`config.mk`:
```
export PLATFORM = sky130hd
export DESIGN_NAME = button_conditioner
export DESIGN_NICKNAME = d
export VERILOG_FILES = /design/src/rtl/button_conditioner.sv
export SDC_FILE = /design/constraint.sdc
export NUM_CORES = 1
export LEC_CHECK = 0
export ABC_CLOCK_PERIOD_IN_PS = 2400
export CORE_ASPECT_RATIO = 1.2
export CORE_MARGIN = 3
export CORE_UTILIZATION = 47
export DETAILED_ROUTE_END_ITERATION = 16
export PLACE_DENSITY_LB_ADDON = 0.1
export SYNTH_ARGS = -nofsm -noshare
export SYNTH_HDL_FRONTEND = slang
export SYNTH_SLANG_ARGS = --single-unit
```
`constraint.sdc`:
```
create_clock -name clock -period 2.4 [get_ports clock]
set_input_delay 0.48 -clock clock [delete_from_list [all_inputs] [get_ports clock]]
set_output_delay 0.48 -clock clock [all_outputs]
set_load 0.1 [all_outputs]
```
`src/rtl/button_conditioner.sv`:
```
// -----------------------------------------------------------------------------
// button_conditioner
//
// Purpose:
//   Multi-channel push-button front end. Each channel synchronizes a raw
//   button level, debounces it, produces single-cycle press/release strobes
//   and an auto-repeat strobe train while the button is held.
//
// Parameters:
//   N_CH            number of independent channels (1..16)
//   DEBOUNCE_CYCLES consecutive stable samples needed to accept a new level
//   REPEAT_DELAY    cycles from accepted press to the first auto-repeat pulse
//   REPEAT_RATE     cycles between subsequent auto-repeat pulses
//
// Ports:
//   clock       sole clock, rising edge
//   reset       synchronous, active-high
//   noisy_in    raw asynchronous button levels (active-high)
//   repeat_en   per-channel auto-repeat enable
//   clean_out   debounced level
//   rise_out    one-cycle strobe on accepted press
//   fall_out    one-cycle strobe on accepted release
//   repeat_out  press strobe plus auto-repeat strobes
//
// Per-channel repeat FSM:
//   state  | meaning
//   -------+----------------------------------------------------------
//   IDLE   | button released (or just reset), hold counter parked at 0
//   DELAY  | press accepted, counting toward the first auto-repeat
//   REPEAT | first repeat done, strobing every REPEAT_RATE cycles
// -----------------------------------------------------------------------------
module button_conditioner #(
    parameter int N_CH            = 5,
    parameter int DEBOUNCE_CYCLES = 1000000,
    parameter int REPEAT_DELAY    = 12500000,
    parameter int REPEAT_RATE     = 2500000
) (
    input  logic            clock,
    input  logic            reset,
    input  logic [N_CH-1:0] noisy_in,
    input  logic [N_CH-1:0] repeat_en,
    output logic [N_CH-1:0] clean_out,
    output logic [N_CH-1:0] rise_out,
    output logic [N_CH-1:0] fall_out,
    output logic [N_CH-1:0] repeat_out
);

    localparam int DB_W     = $clog2(DEBOUNCE_CYCLES + 1);
    localparam int HOLD_MAX = (REPEAT_DELAY > REPEAT_RATE) ? REPEAT_DELAY : REPEAT_RATE;
    localparam int HOLD_W   = $clog2(HOLD_MAX + 1);

    // Terminal values: the counters compare against N-1 so that the registered
    // strobes land exactly N cycles after the event that started the count.
    localparam logic [DB_W-1:0]   DB_TC    = DB_W'(DEBOUNCE_CYCLES - 1);
    localparam logic [HOLD_W-1:0] DELAY_TC = HOLD_W'(REPEAT_DELAY - 1);
    localparam logic [HOLD_W-1:0] RATE_TC  = HOLD_W'(REPEAT_RATE - 1);

    typedef enum logic [1:0] {
        IDLE   = 2'd0,
        DELAY  = 2'd1,
        REPEAT = 2'd2
    } state_t;

    // Two-flop synchronizer, all channels in parallel.
    logic [N_CH-1:0] sync1_q;
    logic [N_CH-1:0] sync2_q;

    always_ff @(posedge clock) begin
        if (reset) begin
            sync1_q <= '0;
            sync2_q <= '0;
        end else begin
            sync1_q <= noisy_in;
            sync2_q <= sync1_q;
        end
    end

    for (genvar g = 0; g < N_CH; g++) begin : g_ch

        logic              s;
        logic              mismatch;
        logic              accept;
        logic              press;
        logic              release_acc;
        logic              auto_pulse;

        logic [DB_W-1:0]   db_cnt_q,   db_cnt_d;
        logic              clean_q,    clean_d;
        logic              rise_q,     rise_d;
        logic              fall_q,     fall_d;
        logic              rep_q,      rep_d;
        logic [HOLD_W-1:0] hold_q,     hold_d;
        state_t            state_q,    state_d;

        assign s = sync2_q[g];

        // Debounce: any sample matching the accepted level restarts the count,
        // so only an unbroken run of DEBOUNCE_CYCLES new samples is accepted.
        always_comb begin
            mismatch    = (s != clean_q);
            accept      = mismatch && (db_cnt_q == DB_TC);
            press       = accept && s;
            release_acc = accept && !s;

            db_cnt_d = db_cnt_q;
            clean_d  = clean_q;
            if (!mismatch || accept) begin
                db_cnt_d = '0;
            end else begin
                db_cnt_d = db_cnt_q + 1'b1;
            end
            if (accept) begin
                clean_d = s;
            end

            rise_d = press;
            fall_d = release_acc;
        end

        // Repeat FSM. Expiry always advances the state and reloads the hold
        // counter; repeat_en only gates the strobe, so re-enabling mid-hold
        // resumes on the next natural expiry without re-arming the delay.
        always_comb begin
            state_d    = state_q;
            hold_d     = hold_q;
            auto_pulse = 1'b0;

            case (state_q)
                IDLE: begin
                    hold_d = '0;
                    if (press) begin
                        state_d = DELAY;
                    end
                end
                DELAY: begin
                    if (hold_q == DELAY_TC) begin
                        state_d    = REPEAT;
                        hold_d     = '0;
                        auto_pulse = repeat_en[g];
                    end else begin
                        hold_d = hold_q + 1'b1;
                    end
                end
                REPEAT: begin
                    if (hold_q == RATE_TC) begin
                        hold_d     = '0;
                        auto_pulse = repeat_en[g];
                    end else begin
                        hold_d = hold_q + 1'b1;
                    end
                end
                default: begin
                    state_d = IDLE;
                    hold_d  = '0;
                end
            endcase

            if (press) begin
                hold_d = '0;
            end

            // Release wins over a coincident repeat expiry.
            if (release_acc) begin
                state_d    = IDLE;
                hold_d     = '0;
                auto_pulse = 1'b0;
            end

            rep_d = press | auto_pulse;
        end

        always_ff @(posedge clock) begin
            if (reset) begin
                db_cnt_q <= '0;
                clean_q  <= 1'b0;
                rise_q   <= 1'b0;
                fall_q   <= 1'b0;
                rep_q    <= 1'b0;
                hold_q   <= '0;
                state_q  <= IDLE;
            end else begin
                db_cnt_q <= db_cnt_d;
                clean_q  <= clean_d;
                rise_q   <= rise_d;
                fall_q   <= fall_d;
                rep_q    <= rep_d;
                hold_q   <= hold_d;
                state_q  <= state_d;
            end
        end

        assign clean_out[g]  = clean_q;
        assign rise_out[g]   = rise_q;
        assign fall_out[g]   = fall_q;
        assign repeat_out[g] = rep_q;
    end

endmodule

```
# ---- Word-level counts from Yosys, hierarchy flattened
# Cells that the tools add are included.
dict set report classes {
  addsub 10
  eq_ne 40
  mux 50
  bitwise 10
  reduce_logical 55
}
# op n
set ops {}
lappend ops {{$mux 24} 10}
lappend ops {{$pmux 24 s2} 5}
lappend ops {{$add 24x1->24 const B} 5}
lappend ops {{$eq 24x22->1 const B} 5}
lappend ops {{$eq 24x24->1 const B} 5}
lappend ops {{$add 20x1->20 const B} 5}
lappend ops {{$eq 20x20->1 const B} 5}
lappend ops {{$pmux 2 s3} 5}
lappend ops {{$mux 2} 10}
lappend ops {{$ne 2x2->1 const B} 10}
lappend ops {{$reduce_or 2->1} 10}
lappend ops {{$logic_and 1x1->1} 15}
lappend ops {{$mux 1} 15}
lappend ops {{$reduce_and 3->1} 5}
lappend ops {{$reduce_or 3->1} 5}
lappend ops {{$eq 2x1->1 const B} 5}
lappend ops {{$eq 2x2->1 const B} 5}
lappend ops {{$logic_not 1->1} 10}
lappend ops {{$logic_not 2->1} 5}
lappend ops {{$pmux 1 s2} 5}
lappend ops {{$logic_or 1x1->1} 5}
lappend ops {{$ne 1x1->1} 5}
lappend ops {{$not 1->1} 5}
lappend ops {{$or 1x1->1} 5}
dict set report totals {
  ff_bits 260
  inputBits 12
  output_inout_bits 20
  elab_cells 202
}

# ---- Depth between registers and ports, before layout
dict set report logic_depth {
  word_depth 5
  mapped_depth 8
  ltp_nobuf 7
}

# ---- Worst setup path before layout
# No wires, ideal clock.
dict set report synth_timing {
  path_type {register -> register}
  start {register g_ch[3].hold_q[0]}
  end {register g_ch[3].hold_q[16]}
  setup_ps 117
  arrival_ps 1772
  t_required_ps 2283
  path_slack_ps 511
  path_stages_with_launch 8
  n_path_buf 1
  synth_period_minus_slack_ps 1889
  cell_sequence {dfxtp_1 ha_1 and4_1 nand4b_1 o41ai_1 a221o_1 buf_2 nor2_1}
}
dict set report synth_between {
  elab_chain_cells 3
  elab_cells_between_ends 6
  classes_between {1 x add/sub; 2 x eq/ne; 3 x mux}
}
# item line_no
set synth_rtl {}
lappend synth_rtl {{start: declaration} 92} ;# logic [HOLD_W-1:0] hold_q, hold_d;
lappend synth_rtl {{start signal: assignment} 187} ;# hold_q <= hold_d;
lappend synth_rtl {{$add 24x1->24 (tied with other cells)} {141, 149}}
lappend synth_rtl {{$mux 24 (on tied branches)} {145, 136}}
lappend synth_rtl {{$pmux 24 s2 *} 128} ;# case (state_q)
# Mark *: on every way between the ends. The rest lies on a longest branch, timed or not.
# A chain may end at the register's enable or synchronous reset.

# ---- Worst setup path after layout
dict set report layout_timing {
  start {register g_ch[4].db_cnt_q[11]}
  end {register g_ch[4].db_cnt_q[0]}
}
dict set report layout_between {
  elab_chain_cells 4
}
# item line_no
set layout_rtl {}
lappend layout_rtl {{start: declaration} 87} ;# logic [DB_W-1:0] db_cnt_q, db_cnt_d;
lappend layout_rtl {{start signal: assignment} 182} ;# db_cnt_q <= db_cnt_d;
lappend layout_rtl {{$eq 20x20->1} 101} ;# accept = mismatch && (db_cnt_q == DB_TC);
lappend layout_rtl {{$logic_and 1x1->1} 101}
lappend layout_rtl {{$logic_or 1x1->1} 107} ;# if (!mismatch || accept) begin
lappend layout_rtl {{$reduce_or 2->1 (no line)} -}
# Every way passes these cells.

==> metrics.cfg <==
[run_status]
status = finished clean

[timing]
final.setup.tns_ps = 0
maxSlewHeadroom = 0.522
period_needed_ps = 2160
finalCritPeriodShare = 0.900
tightestPinTransition_ps = 712
fmaxAchievable_mhz = 463
rsz0062_at_grt = false
final_max_slew_viol_count = 0
fin_ws_ps = 240
hold_viol_final = 0
setup_viol = 0
worst_clock_skew_ps = 12.3

[yosys]
synth_edf_count = 0
synth_nets = 1416
yosysWarnings = 0
ys_ff_latch = 260
postSynth.asyncResetShare = 0
yosys_most_used_dff = dfxtp_1
yosysSeqAreaShare = 0.434
synth_cell_types = 63
netlist_area_mm2 = 0.0120
syn_inst = 1379
syn_avg_cell_area_um2 = 8.69

[clock_tree]
cts_tree = done
cts_buffers = 29
post_cts_buffers = 0
clk_pin_slew_ps = 60
max-clock-path-buffers = 3
clock_latency_ps = 540
cts_max_level = 1
cts.sinks = 260
root_buffer = clkbuf_16

[global_route]
antenna_found_initial = 0
grt_usage = 0.170
grt_first_pass_wirelength_um = 40200
grt_max_degree = 25
grt_pass1_vias = 8661
grt.overflow.total = 0

[setup_path]
cp_max_fo = 19
worstSetupEndpointType = flip-flop
reg2regPathDepth = 5
path_class = reg2reg
arrival_ps = 2560
reg2reg_to = g_ch[4].db_cnt_q[0]
required_ps = 2800
ff2ff_setup_slack_ps = 240
start_kind = flip-flop
r2r-start = g_ch[4].db_cnt_q[11]

[power]
p_total_mw = 8.88
p_leak_nw = 4.40
p_per_area_mw_per_mm2 = 659
vdd_drop_max_v = 0.000445

[die]
fp.dieH_um = 181
initial_core_util = 0.481
fp.dieW_um = 152
core_area_mm2 = 0.0249
design.die.area_mm2 = 0.0275
rows = 63
io_pins = 32

[worst_hold_path]
min_from = sync1_q[3]
worstHoldEndpoint = sync2_q[3]
hold_path_class = reg2reg
hold_depth = 1

[layout]
num-nets-final = 1441
final_common_cell = nor2_1
drive_gt1_frac = 0.0758
layout_common_cells = 270 x nor2_1, 260 x dfxtp_1, 116 x xor2_1
syn2layout_area_growth_pct = 12.4
post-route-util = 0.541
stdcell_area_mm2 = 0.0135
diodes = 0

[detailed_routing]
via_per_inst = 5.19
routed_wl_um = 23000
wl_per_cell_um = 13.1
drt_iter0_markers = 385
first_pass_iters = 5
ant_nets = 0
vias = 9077
drc = 0

[place]
hpwl_um = 15900
port_buffers = 31
place_ws_ps = 118
place.gp.congestion = 0.805
dpl_cell_area_mm2 = 0.0125

[flow_run]
drv_cap = 0

[through the flow]
step | cells | hold slack [ps]
finish | 1750 | 435
global route | 1750 | 461
CTS | 1750 | 443
detailed placement | 1698 | 428
global placement | 1698 | 423
floorplan | 1379 | 414
[per-layer routing]
layer	vias to the layer above	global-route usage	wire, um
li1	4742	-	-
met1	4200	0.235	11200
met2	103	0.278	10600
met3	32	0.0243	826
met4	0	0.0431	417
met5	-	0	0
[flip-flops by register name, summed over array words and instances (netlist names)]
name and cells:
sync2_q 5, sync1_q 5, g_ch.clean_q 5, g_ch.db_cnt_q 100, g_ch.hold_q 120, g_ch.rep_q 5, g_ch.rise_q 5, g_ch.fall_q 5
g_ch.state_q 10
[layout make-up]
| class | instances | area [um^2] |
|---|---|---|
| Tap cell | 325 | 407 |
| Clock buffer | 38 | 800 |
| Fill cell | 2406 | 11400 |
| Inverter | 42 | 158 |
| Sequential cell | 260 | 5200 |
| Multi-Input combinational cell | 1020 | 6310 |
| Timing Repair Buffer | 51 | 435 |
| Clock inverter | 14 | 158 |
[how the worst max path moves through the flow]
stage / end / slack [ps] / from / depth (start not counted)
after floorplan: g_ch[3].hold_q[16] / 510 / g_ch[3].hold_q[0] / 7
after global routing: g_ch[4].db_cnt_q[0] / 20 / g_ch[4].db_cnt_q[11] / 5
after CTS: g_ch[4].hold_q[19] / 110 / g_ch[4].db_cnt_q[11] / 5
after global placement: g_ch[4].hold_q[4] / 150 / g_ch[4].db_cnt_q[11] / 5
after detailed placement: g_ch[4].hold_q[19] / 120 / g_ch[4].db_cnt_q[11] / 5
final: g_ch[4].db_cnt_q[0] / 240 / g_ch[4].db_cnt_q[11] / 5
[cells in the mapped netlist, types with 25 or more instances]
master / number / area, um^2
and3_1: 40 / 250
and4_1: 29 / 254
dfxtp_1: 260 / 5200
xnor2_1: 87 / 762
nand4_1: 52 / 325
xor2_1: 116 / 1020
buf_4: 25 / 188
nand2_1: 107 / 402
nor3_1: 43 / 215
inv_1: 42 / 158
nand3_1: 86 / 430
nor2_1: 270 / 1010
ha_1: 25 / 313
[worst max-delay path: stages (launching register included)]
cell	delay (ps)
dfxtp_1	340
or4b_1	540
nor3b_2	320
nand4bb_1	330
nand2_2	410
nor2_1	90
[power breakdown]
| group | internal (mW) | switching [mW] |
|---|---|---|
| sequential | 4.33 | 0.00999 |
| combinational | 0.0584 | 0.0716 |
| clock | 2.66 | 1.74 |
[logic make-up (layout without fill, tap and decap cells)]
logic type,after synthesis,after routing,share of synthesized area
XOR/XNOR,203,203,0.148
buffers and inverters,99,145,0.0398
multiplexers,9,9,0.00762
adder cells (fa/ha/maj),25,25,0.0261
flip-flops,260,260,0.434
AO/OA/AOI/OAI,52,52,0.0326
AND/OR/NAND/NOR,731,731,0.311
[repair_timing]
item	CTS	global route
resized for setup	0	1
setup endpoints to repair	0	24
hold buffers	0	0
No activity file was read; power rests on OpenSTA's default activity.
